File: config.mk
export PLATFORM = sky130hd
export DESIGN_NAME = frame_capture
export DESIGN_NICKNAME = d
export VERILOG_FILES = /design/src/rtl/frame_capture.sv
export SDC_FILE = /design/constraint.sdc
export NUM_CORES = 1
export LEC_CHECK = 0
export CAP_MARGIN = 10
export CORE_MARGIN = 4
export CORE_UTILIZATION = 35
export CTS_BUF_LIST = sky130_fd_sc_hd__clkbuf_4
export DETAILED_ROUTE_END_ITERATION = 6
export GPL_ROUTABILITY_DRIVEN = 0
export HOLD_SLACK_MARGIN = 0.12
export PLACE_DENSITY = 0.58
export SLEW_MARGIN = 20
export SYNTH_ARGS = -nofsm -noshare
export SYNTH_HDL_FRONTEND = slang
export SYNTH_SLANG_ARGS = --single-unit
File: constraint.sdc
create_clock -name iCLK -period 2.1 [get_ports iCLK]
set_clock_uncertainty 0.05 [all_clocks]
set_input_delay 0.42 -clock iCLK [delete_from_list [all_inputs] [get_ports iCLK]]
set_output_delay 0.42 -clock iCLK [all_outputs]
set_load 0.02 [all_outputs]
File: src/rtl/frame_capture.sv
// frame_capture: single-frame capture engine between the VGA timing
// controller and the frame-buffer SRAM write port. After a settle period a
// rising capture request arms the block; the next frame marker starts a
// one-frame windowed write to memory, and the display stays frozen until the
// request is released.
module frame_capture #(
  parameter int H_START       = 144,
  parameter int V_START       = 35,
  parameter int H_RES         = 640,
  parameter int V_RES         = 480,
  parameter int FRAME_X       = 143,
  parameter int FRAME_Y       = 34,
  parameter int SETTLE_FRAMES = 300,
  parameter int ADDR_W        = 20
) (
  input  logic              iCLK,
  input  logic              iRST_N,
  input  logic [9:0]        iRed,
  input  logic [9:0]        iGreen,
  input  logic [9:0]        iBlue,
  input  logic [12:0]       iX,
  input  logic [12:0]       iY,
  input  logic              iStart,
  input  logic [1:0]        iMode,
  output logic [ADDR_W-1:0] oMemAddr,
  output logic [15:0]       oMemData,
  output logic              oMemWE,
  output logic              oStopCapture,
  output logic              oReady,
  output logic              oLed,
  output logic              oBusy
);

  typedef enum logic [2:0] {SETTLE, IDLE, ARMED, CAPTURE, DONE} state_t;

  localparam logic [12:0] MK_X     = 13'(FRAME_X);
  localparam logic [12:0] MK_Y     = 13'(FRAME_Y);
  localparam logic [12:0] X_LO     = 13'(H_START);
  localparam logic [12:0] X_HI     = 13'(H_START + H_RES);
  localparam logic [12:0] Y_LO     = 13'(V_START);
  localparam logic [12:0] Y_HI     = 13'(V_START + V_RES);
  localparam logic [15:0] SETTLE_N = 16'(SETTLE_FRAMES);
  // Wide enough for a full 13-bit line offset times the line width.
  localparam int          CALC_W   = ADDR_W + 14;

  state_t              state, state_nxt;
  logic                mk_hit, mk_prev, mk;
  logic                start_prev, start_rise;
  logic [15:0]         frame_cnt;
  logic                settle_done;
  logic [1:0]          mode_q;
  logic                in_window, we;
  logic [CALC_W-1:0]   x_off, y_off, lin_addr;
  logic [ADDR_W-1:0]   addr_nxt;
  logic                unused_bits;

  // Map one pixel into the selected 16-bit memory word.
  function automatic logic [15:0] fmt_pixel(input logic [1:0] m,
                                            input logic [9:0] r,
                                            input logic [7:0] g8,
                                            input logic [7:0] b8);
    logic [9:0] grey_sum;
    grey_sum = {2'b00, r[9:2]} + {1'b0, g8, 1'b0} + {2'b00, b8};
    case (m)
      2'b00:   return {6'b0, r};
      2'b01:   return {r[9:5], g8[7:2], b8[7:3]};
      2'b10:   return {8'b0, grey_sum[9:2]};
      default: return {8'b0, g8};
    endcase
  endfunction

  // A marker held for several cycles yields a single one-cycle mk.
  assign mk_hit     = (iX == MK_X) && (iY == MK_Y);
  assign mk         = mk_hit && !mk_prev;
  assign start_rise = iStart && !start_prev;

  assign settle_done = (frame_cnt >= SETTLE_N) ||
                       (mk && ((frame_cnt + 16'd1) >= SETTLE_N));

  assign in_window = (iX >= X_LO) && (iX < X_HI) && (iY >= Y_LO) && (iY < Y_HI);
  assign x_off     = CALC_W'(iX) - CALC_W'(X_LO);
  assign y_off     = CALC_W'(iY) - CALC_W'(Y_LO);
  assign lin_addr  = y_off * CALC_W'(H_RES) + x_off;
  assign addr_nxt  = lin_addr[ADDR_W-1:0];

  assign unused_bits = ^{iGreen[1:0], iBlue[1:0], lin_addr[CALC_W-1:ADDR_W]};

  // Edge-detect registers for the marker and the capture request.
  always_ff @(posedge iCLK or negedge iRST_N) begin
    if (!iRST_N) begin
      mk_prev    <= 1'b0;
      start_prev <= 1'b0;
    end else begin
      mk_prev    <= mk_hit;
      start_prev <= iStart;
    end
  end

  // Settle frame counter, saturating at the settle target.
  always_ff @(posedge iCLK or negedge iRST_N) begin
    if (!iRST_N)
      frame_cnt <= 16'd0;
    else if (state == SETTLE && mk && frame_cnt < SETTLE_N)
      frame_cnt <= frame_cnt + 16'd1;
  end

  // Pixel format is frozen at the arming edge.
  always_ff @(posedge iCLK or negedge iRST_N) begin
    if (!iRST_N)
      mode_q <= 2'b00;
    else if (state == IDLE && start_rise)
      mode_q <= iMode;
  end

  // State register.
  always_ff @(posedge iCLK or negedge iRST_N) begin
    if (!iRST_N)
      state <= SETTLE;
    else
      state <= state_nxt;
  end

  // Next-state, write strobe and status outputs; a falling request always
  // takes priority over a marker.
  always_comb begin
    state_nxt    = state;
    we           = 1'b0;
    oStopCapture = 1'b0;
    oReady       = 1'b0;
    oLed         = 1'b1;
    oBusy        = 1'b0;
    case (state)
      SETTLE: begin
        oLed = 1'b0;
        if (settle_done) state_nxt = IDLE;
      end
      IDLE: begin
        if (start_rise) state_nxt = ARMED;
      end
      ARMED: begin
        oBusy = 1'b1;
        if (!iStart) begin
          state_nxt = IDLE;
        end else if (mk) begin
          state_nxt = CAPTURE;
          we        = in_window;
        end
      end
      CAPTURE: begin
        oBusy        = 1'b1;
        oStopCapture = 1'b1;
        if (!iStart)  state_nxt = IDLE;
        else if (mk)  state_nxt = DONE;
        else          we = in_window;
      end
      DONE: begin
        oStopCapture = 1'b1;
        oReady       = 1'b1;
        if (!iStart) state_nxt = IDLE;
      end
      default: begin
        oLed      = 1'b0;
        state_nxt = SETTLE;
      end
    endcase
  end

  // Registered write port; address and data hold while no write is issued.
  always_ff @(posedge iCLK or negedge iRST_N) begin
    if (!iRST_N) begin
      oMemWE   <= 1'b0;
      oMemAddr <= '0;
      oMemData <= 16'd0;
    end else begin
      oMemWE <= we;
      if (we) begin
        oMemAddr <= addr_nxt;
        oMemData <= fmt_pixel(mode_q, iRed, iGreen[9:2], iBlue[9:2]);
      end
    end
  end

endmodule

Word-level counts from Yosys, hierarchy flattened

Cells that the tools add are included.

Bits in registers: 60
Bits of input ports: 61
Output and inout port bits: 41
Word-level logic and storage cells: 72

$add $sub $neg: 6
Multipliers: 1
Order comparisons: 7
Equality and inequality tests: 13
Multiplexer cells: 18
Reductions and logical operators: 19

Operators by type and width:

| cell                                                                            | number |
|---|---|
| 16-bit one-hot mux with 3 select lines                                          | 1 |
| 34-bit by 3-bit multiplier with 13-bit output (second input constant)           | 1 |
| 16-bit by 9-bit >= comparator with 1-bit output (second input constant)         | 2 |
| 13-bit by 10-bit less-than comparator with 1-bit output (second input constant) | 2 |
| 3-bit 2-to-1 mux                                                                | 7 |
| 20-bit adder                                                                    | 1 |
| 16-bit by 1-bit adder with 16-bit output (second input constant)                | 1 |
| 16-bit by 9-bit less-than comparator with 1-bit output (second input constant)  | 1 |
| 3-bit one-hot mux with 5 select lines                                           | 1 |
| 13-bit by 6-bit subtractor with 14-bit output (second input constant)           | 1 |
| 13-bit by 8-bit subtractor with 14-bit output (second input constant)           | 1 |
| 13-bit by 6-bit == test with 1-bit output (second input constant)               | 1 |
| 13-bit by 8-bit == test with 1-bit output (second input constant)               | 1 |
| 13-bit by 6-bit >= comparator with 1-bit output (second input constant)         | 1 |
| 13-bit by 8-bit >= comparator with 1-bit output (second input constant)         | 1 |
| 10-bit by 8-bit adder with 10-bit output                                        | 1 |
| 8-bit by 9-bit adder with 10-bit output                                         | 1 |
| 1-bit logical AND                                                               | 10 |
| 1-bit 2-to-1 mux                                                                | 8 |
| 3-bit by 2-bit == test with 1-bit output (second input constant)                | 2 |
| 2-bit inequality test (second input constant)                                   | 3 |
| 3-bit inequality test (second input constant)                                   | 2 |
| 5-bit AND reduction                                                             | 1 |
| 2-bit OR reduction                                                              | 2 |
| 10 further kinds                                                                | 11 |

Logic depth before layout (Yosys ltp)

Gate-level depths: netlist (run 1).

Word-level depth: 7
Gate-level depth with buffers: 21

Least setup slack after synthesis (run 1)

OpenSTA, ideal clock, no wires.

Path type: in2reg
Start point: input iY[0]
End point: register oMemAddr[19]
Library setup time: 0.127 ns
Data arrival time: 4.245 ns
Path slack: -2.322 ns
Stages: 17
Buffers on the path: 0
Path through: ha_1 > o41ai_2 > xor2_1 > ha_1 > ha_1 > inv_1 > o21ai_0 > xor2_1 > ha_1 > or2_2 > nor2_1 > a31oi_1 > a2111oi_0 > o21bai_1 > xnor3_1 > xnor2_1 > mux2_1

Cells in the longest elaborated chain, start to end: 6

RTL lines:

| what                                                                                  | RTL line | source |
|---|---|---|
| start, declared                                                                       | 22       | `input logic [12:0] iY,` |
| branches (longest 6 deep; another with 34-bit by 3-bit multiplier with 13-bit output) | n/a      |  |
| end signal, assigned                                                                  | 177      | `oMemAddr <= addr_nxt;` |
| end, declared                                                                         | 25       | `output logic [ADDR_W-1:0] oMemAddr,` |

Several ways; the timed one is not identified.
A chain may end at the register's enable or synchronous reset.

Worst setup path in the final report (run 1)

Start point: input iY[1]
End point: register oMemAddr[19]

Same word-level chain as after synthesis.

==> reports/summary.log, run 1 <==
[logic_synthesis] cell type contributing the most total cell area after synthesis sky130_fd_sc_hd__dfrtp_1
[final_layout] Filler Cells Inserted 1059
[floorplanning] die area 15500 um^2
[critical_path] timing endpoint of the critical path oMemAddr[19]
[timing] portion of the clock cycle consumed by the worst path in the final layout 179%
[logic_synthesis] total nets after synthesis 629
[drt] via count of the routed design 4842
[logic_synthesis] Syn. warnings 0
[logic_synthesis] Yosys cell types 63
[clocking] Sink Count 60
[place] post-place instance area 7200 um^2
[clocking] TritonCTS buffer count 9
[logic_synthesis] dominant cells by area after synthesis sky130_fd_sc_hd__dfrtp_1 32%, sky130_fd_sc_hd__ha_1 11%, sky130_fd_sc_hd__nand2_1 7.1%
[floorplanning] Die Wd 124 um
[critical_path] register-to-register setup slack -0.15 ns
[critical_path] Setup CP Type in2reg
[drt] Initial DRC Count 199
[clocking] CTS max path bufs 2
[global_routing] total routing usage reported by global routing 19.7%
[critical_path] worst-path fanout max 4
[logic_synthesis] mean post-synth cell area 9.16 um^2
[timing] worst-margin pin slew 0.492 ns
[timing] Final Worst Setup Slack -1.66 ns
[run_status] result of the run finished with violations
[floorplanning] Starting Density 35.8%
[timing] Final Max Tran Viols 0
[final_layout] area overhead of the layout relative to synthesis 78.0%
[global_routing] maximum number of pins on one net before global-route repair 61
[pwr] final total power 5.80 mW
[logic_synthesis] post-synth design cell area 4740 um^2
[logic_synthesis] async set or reset register ratio after synthesis 100%
[floorplanning] number of cell rows 42
[timing] maximum frequency from static timing analysis 266 MHz
[logic_synthesis] number of flip-flops and latches in the synthesized netlist 60
[drt] detailed-router iteration count before antenna repair 4
[pwr] ratio of total power to cell area 688 nW/um^2
[timing] Final Critical Period 3.76 ns
[logic_synthesis] cells after synthesis 517
[critical_path] launching element type of the critical path input pin
[clocking] TritonCTS clock tree built
[critical_path] launch point of the critical path iY[1]
[clocking] clock transition at the registers of the reported paths 0.14 ns
[timing] Final Hold Fails 0
[drt] per-cell routed wire length 16.0 um
[place] number of cells in the design after placement 917
[logic_synthesis] count of flip-flops with a built-in enable after synthesis 0
[global_routing] number of global-route vias before repair 5121
[critical_path] Worst Path Required 2.41 ns
[critical_path] crit end category flop
[place] detailed placer's ending HPWL 11100 um
[drt] Via-to-Cell Ratio 4.96
[final_layout] most frequent cells in the layout 157 x sky130_fd_sc_hd__buf_4, 68 x sky130_fd_sc_hd__nand2_1, 63 x sky130_fd_sc_hd__clkdlybuf4s50_1
[critical_path] reg-to-reg endpoint state[2]
[min_path] number of cells traversed by the worst hold path 3
[final_layout] NumNets Final 907
[global_routing] residual overflow from global routing 0
[final_layout] number of non-filler instances in the completed layout 976
[clocking] htree depth 3
[timing] final setup vio count 49
[global_routing] first-pass GRT wire length 24800 um
[logic_synthesis] sequential element share of the synthesized area 31.7%
[place] number of input and output port buffers inserted 97
[drt] DRC violation count after routing 0
[min_path] classification of the worst-slack hold path in2reg
[global_routing] initial antenna violation count 0
[floorplanning] Core Area 13200 um^2
[timing] unrepaired setup endpoints after global routing yes
[floorplanning] height of the die 124 um
[run] Max Cap Violations 0
[critical_path] number of cells on the worst reg-to-reg path 9
[clocking] Root Buffer Master sky130_fd_sc_hd__clkbuf_4
[clocking] clk_lat worst skew 0.46 ns
[run_status] violated checks negative setup slack
[final_layout] Finished Cell Area 8430 um^2
[floorplanning] ports placed on the boundary 102
[final_layout] number of antenna diodes 0
[pwr] leakage component of the power 3.96 nW
[critical_path] crit path DAT 4.07 ns
[logic_synthesis] Top FF cell, synth sky130_fd_sc_hd__dfrtp_1
[final_layout] ratio of cells with drive above 1 in the final layout 44.9%
[final_layout] most frequent standard cell in the layout excluding fill and tap cells sky130_fd_sc_hd__buf_4
[pwr] VDD IR max 0.000346 V
[drt] Antenna Nets Post-Route 0
[drt] Total Routed Length 15600 um
[timing] worst-case headroom to the max-slew limit 66.9%
[logic_synthesis] fraction of post-synthesis cell area in the top cell type by area 31.7%
[critical_path] reg2reg start frame_cnt[0]
-- synth_stat cells, drive strengths merged, types with 3 or more instances --
| master | n |
|---|---|
| or4 | 3 |
| a21oi | 24 |
| a21o | 7 |
| nor4 | 10 |
| o21ai | 26 |
| nor3 | 8 |
| o31ai | 5 |
| nor2 | 25 |
| o2111ai | 4 |
| nand4 | 6 |
| nand3 | 13 |
| xor2 | 23 |
| clkbuf | 15 |
| mux2 | 5 |
| nand2b | 7 |
| buf | 10 |
| o21a | 7 |
| mux4 | 7 |
| nor2b | 7 |
| ha | 41 |
| dfrtp | 60 |
| mux2i | 4 |
| or3 | 6 |
| nand2 | 89 |
| fa | 10 |
| xnor2 | 29 |
| inv | 28 |
| o21bai | 4 |
-- worst max-delay path: stages --
cell,delay [ns]
sky130_fd_sc_hd__buf_8,0.10
sky130_fd_sc_hd__a2111o_1,0.50
sky130_fd_sc_hd__xor2_2,0.22
sky130_fd_sc_hd__ha_1,0.31
sky130_fd_sc_hd__ha_4,0.25
sky130_fd_sc_hd__buf_4,0.14
sky130_fd_sc_hd__buf_6,0.10
sky130_fd_sc_hd__buf_6,0.11
sky130_fd_sc_hd__xnor2_4,0.15
sky130_fd_sc_hd__ha_4,0.23
sky130_fd_sc_hd__o21a_4,0.23
sky130_fd_sc_hd__o22ai_4,0.13
sky130_fd_sc_hd__a31oi_4,0.07
sky130_fd_sc_hd__a2111oi_4,0.37
sky130_fd_sc_hd__o21bai_1,0.14
sky130_fd_sc_hd__xnor3_1,0.20
sky130_fd_sc_hd__xnor2_1,0.13
sky130_fd_sc_hd__mux2_4,0.26
-- layout make-up --
cell class | instances | area (um^2) | share of cell area [%]
Clock inverter | 7 | 76.3 | 0.905
Timing Repair Buffer | 292 | 2700 | 32.1
Clock buffer | 9 | 67.6 | 0.801
Multi-Input combinational cell | 404 | 3740 | 44.4
Sequential cell | 60 | 1500 | 17.8
Tap cell | 176 | 220 | 2.61
Inverter | 28 | 120 | 1.42
-- flip-flops by register name, indices dropped and copies added, names as in the netlist --
register    cells
frame_cnt      16
mk_prev         1
mode_q          2
oMemAddr       20
oMemData       16
oMemWE          1
start_prev      1
state           3
-- power by group --
part,internal (mW),switching (mW)
Sequential,1.22,0.0585
Clock,0.367,0.501
Combinational,1.98,1.68
Total,3.56,2.24
-- repair_timing --
action | in CTS | in global routing
gates resized for setup | 208 | 51
setup endpoints to repair | 53 | 53
hold buffers | 1 | 0
pin swaps | 80 | 56
cloned | 4 | 1
buffers inserted | 39 | 9
endpoints found under the hold margin | 60 | 0
-- worst min-delay path by stage --
| stage | from | to | slack (ns) |
|---|---|---|---|
| floorplan | iRST_N | frame_cnt[0] | 0.07 |
| global placement | frame_cnt[13] | frame_cnt[13] | 0.34 |
| detailed placement | frame_cnt[13] | frame_cnt[13] | 0.34 |
| CTS | iX[4] | oMemAddr[4] | 0.19 |
| global route | iX[4] | oMemAddr[4] | 0.20 |
| finish | iX[4] | oMemAddr[4] | 0.24 |
-- cells by family after synthesis --
logic type                 synth area share (%)
AOI/OAI and AO/OA                          14.6
xor gates and xnor gates                   10.1
adders and majority gates                  15.1
buffers and inverters                      4.73
DFF                                        31.7
muxes                                      5.36
and+or+nand+nor                            18.5
-- metrics by stage --
step / TNS, ns / hold slack (ns) / setup WS (ns) / util [%]
detailed placement: -57.16 / 0.339 / -2.63 / 54.4
floorplan: -19.74 / 0.0744 / -1.93 / -
finish: -21.55 / 0.236 / -1.66 / 63.7
CTS: -30.26 / 0.187 / -1.60 / 62.2
global route: -24.80 / 0.200 / -1.71 / 63.7
global placement: -57.35 / 0.337 / -2.47 / 54.4
-- metal layers --
layer  GRT usage, %  vias to the layer above  routed length, um
met5              0                        -                  0
met4           6.32                        0                476
met3           4.46                       34                674
met2           35.9                      108               8180
li1               -                     2374                  -
met1           22.7                     2326               6280
Power figures use the tool's default switching activity.
==> inputs of run 2 (changes only) <==
--- a/config.mk
+++ b/config.mk
@@ -11,6 +11,7 @@
 export CTS_BUF_LIST = sky130_fd_sc_hd__clkbuf_4
 export DETAILED_ROUTE_END_ITERATION = 6
 export GPL_ROUTABILITY_DRIVEN = 0
+export GPL_TIMING_DRIVEN = 1
 export HOLD_SLACK_MARGIN = 0.12
 export PLACE_DENSITY = 0.58
 export SLEW_MARGIN = 20
==> results of run 2 <==
The final DEF is identical to that of run 1; final timing and power are the same.
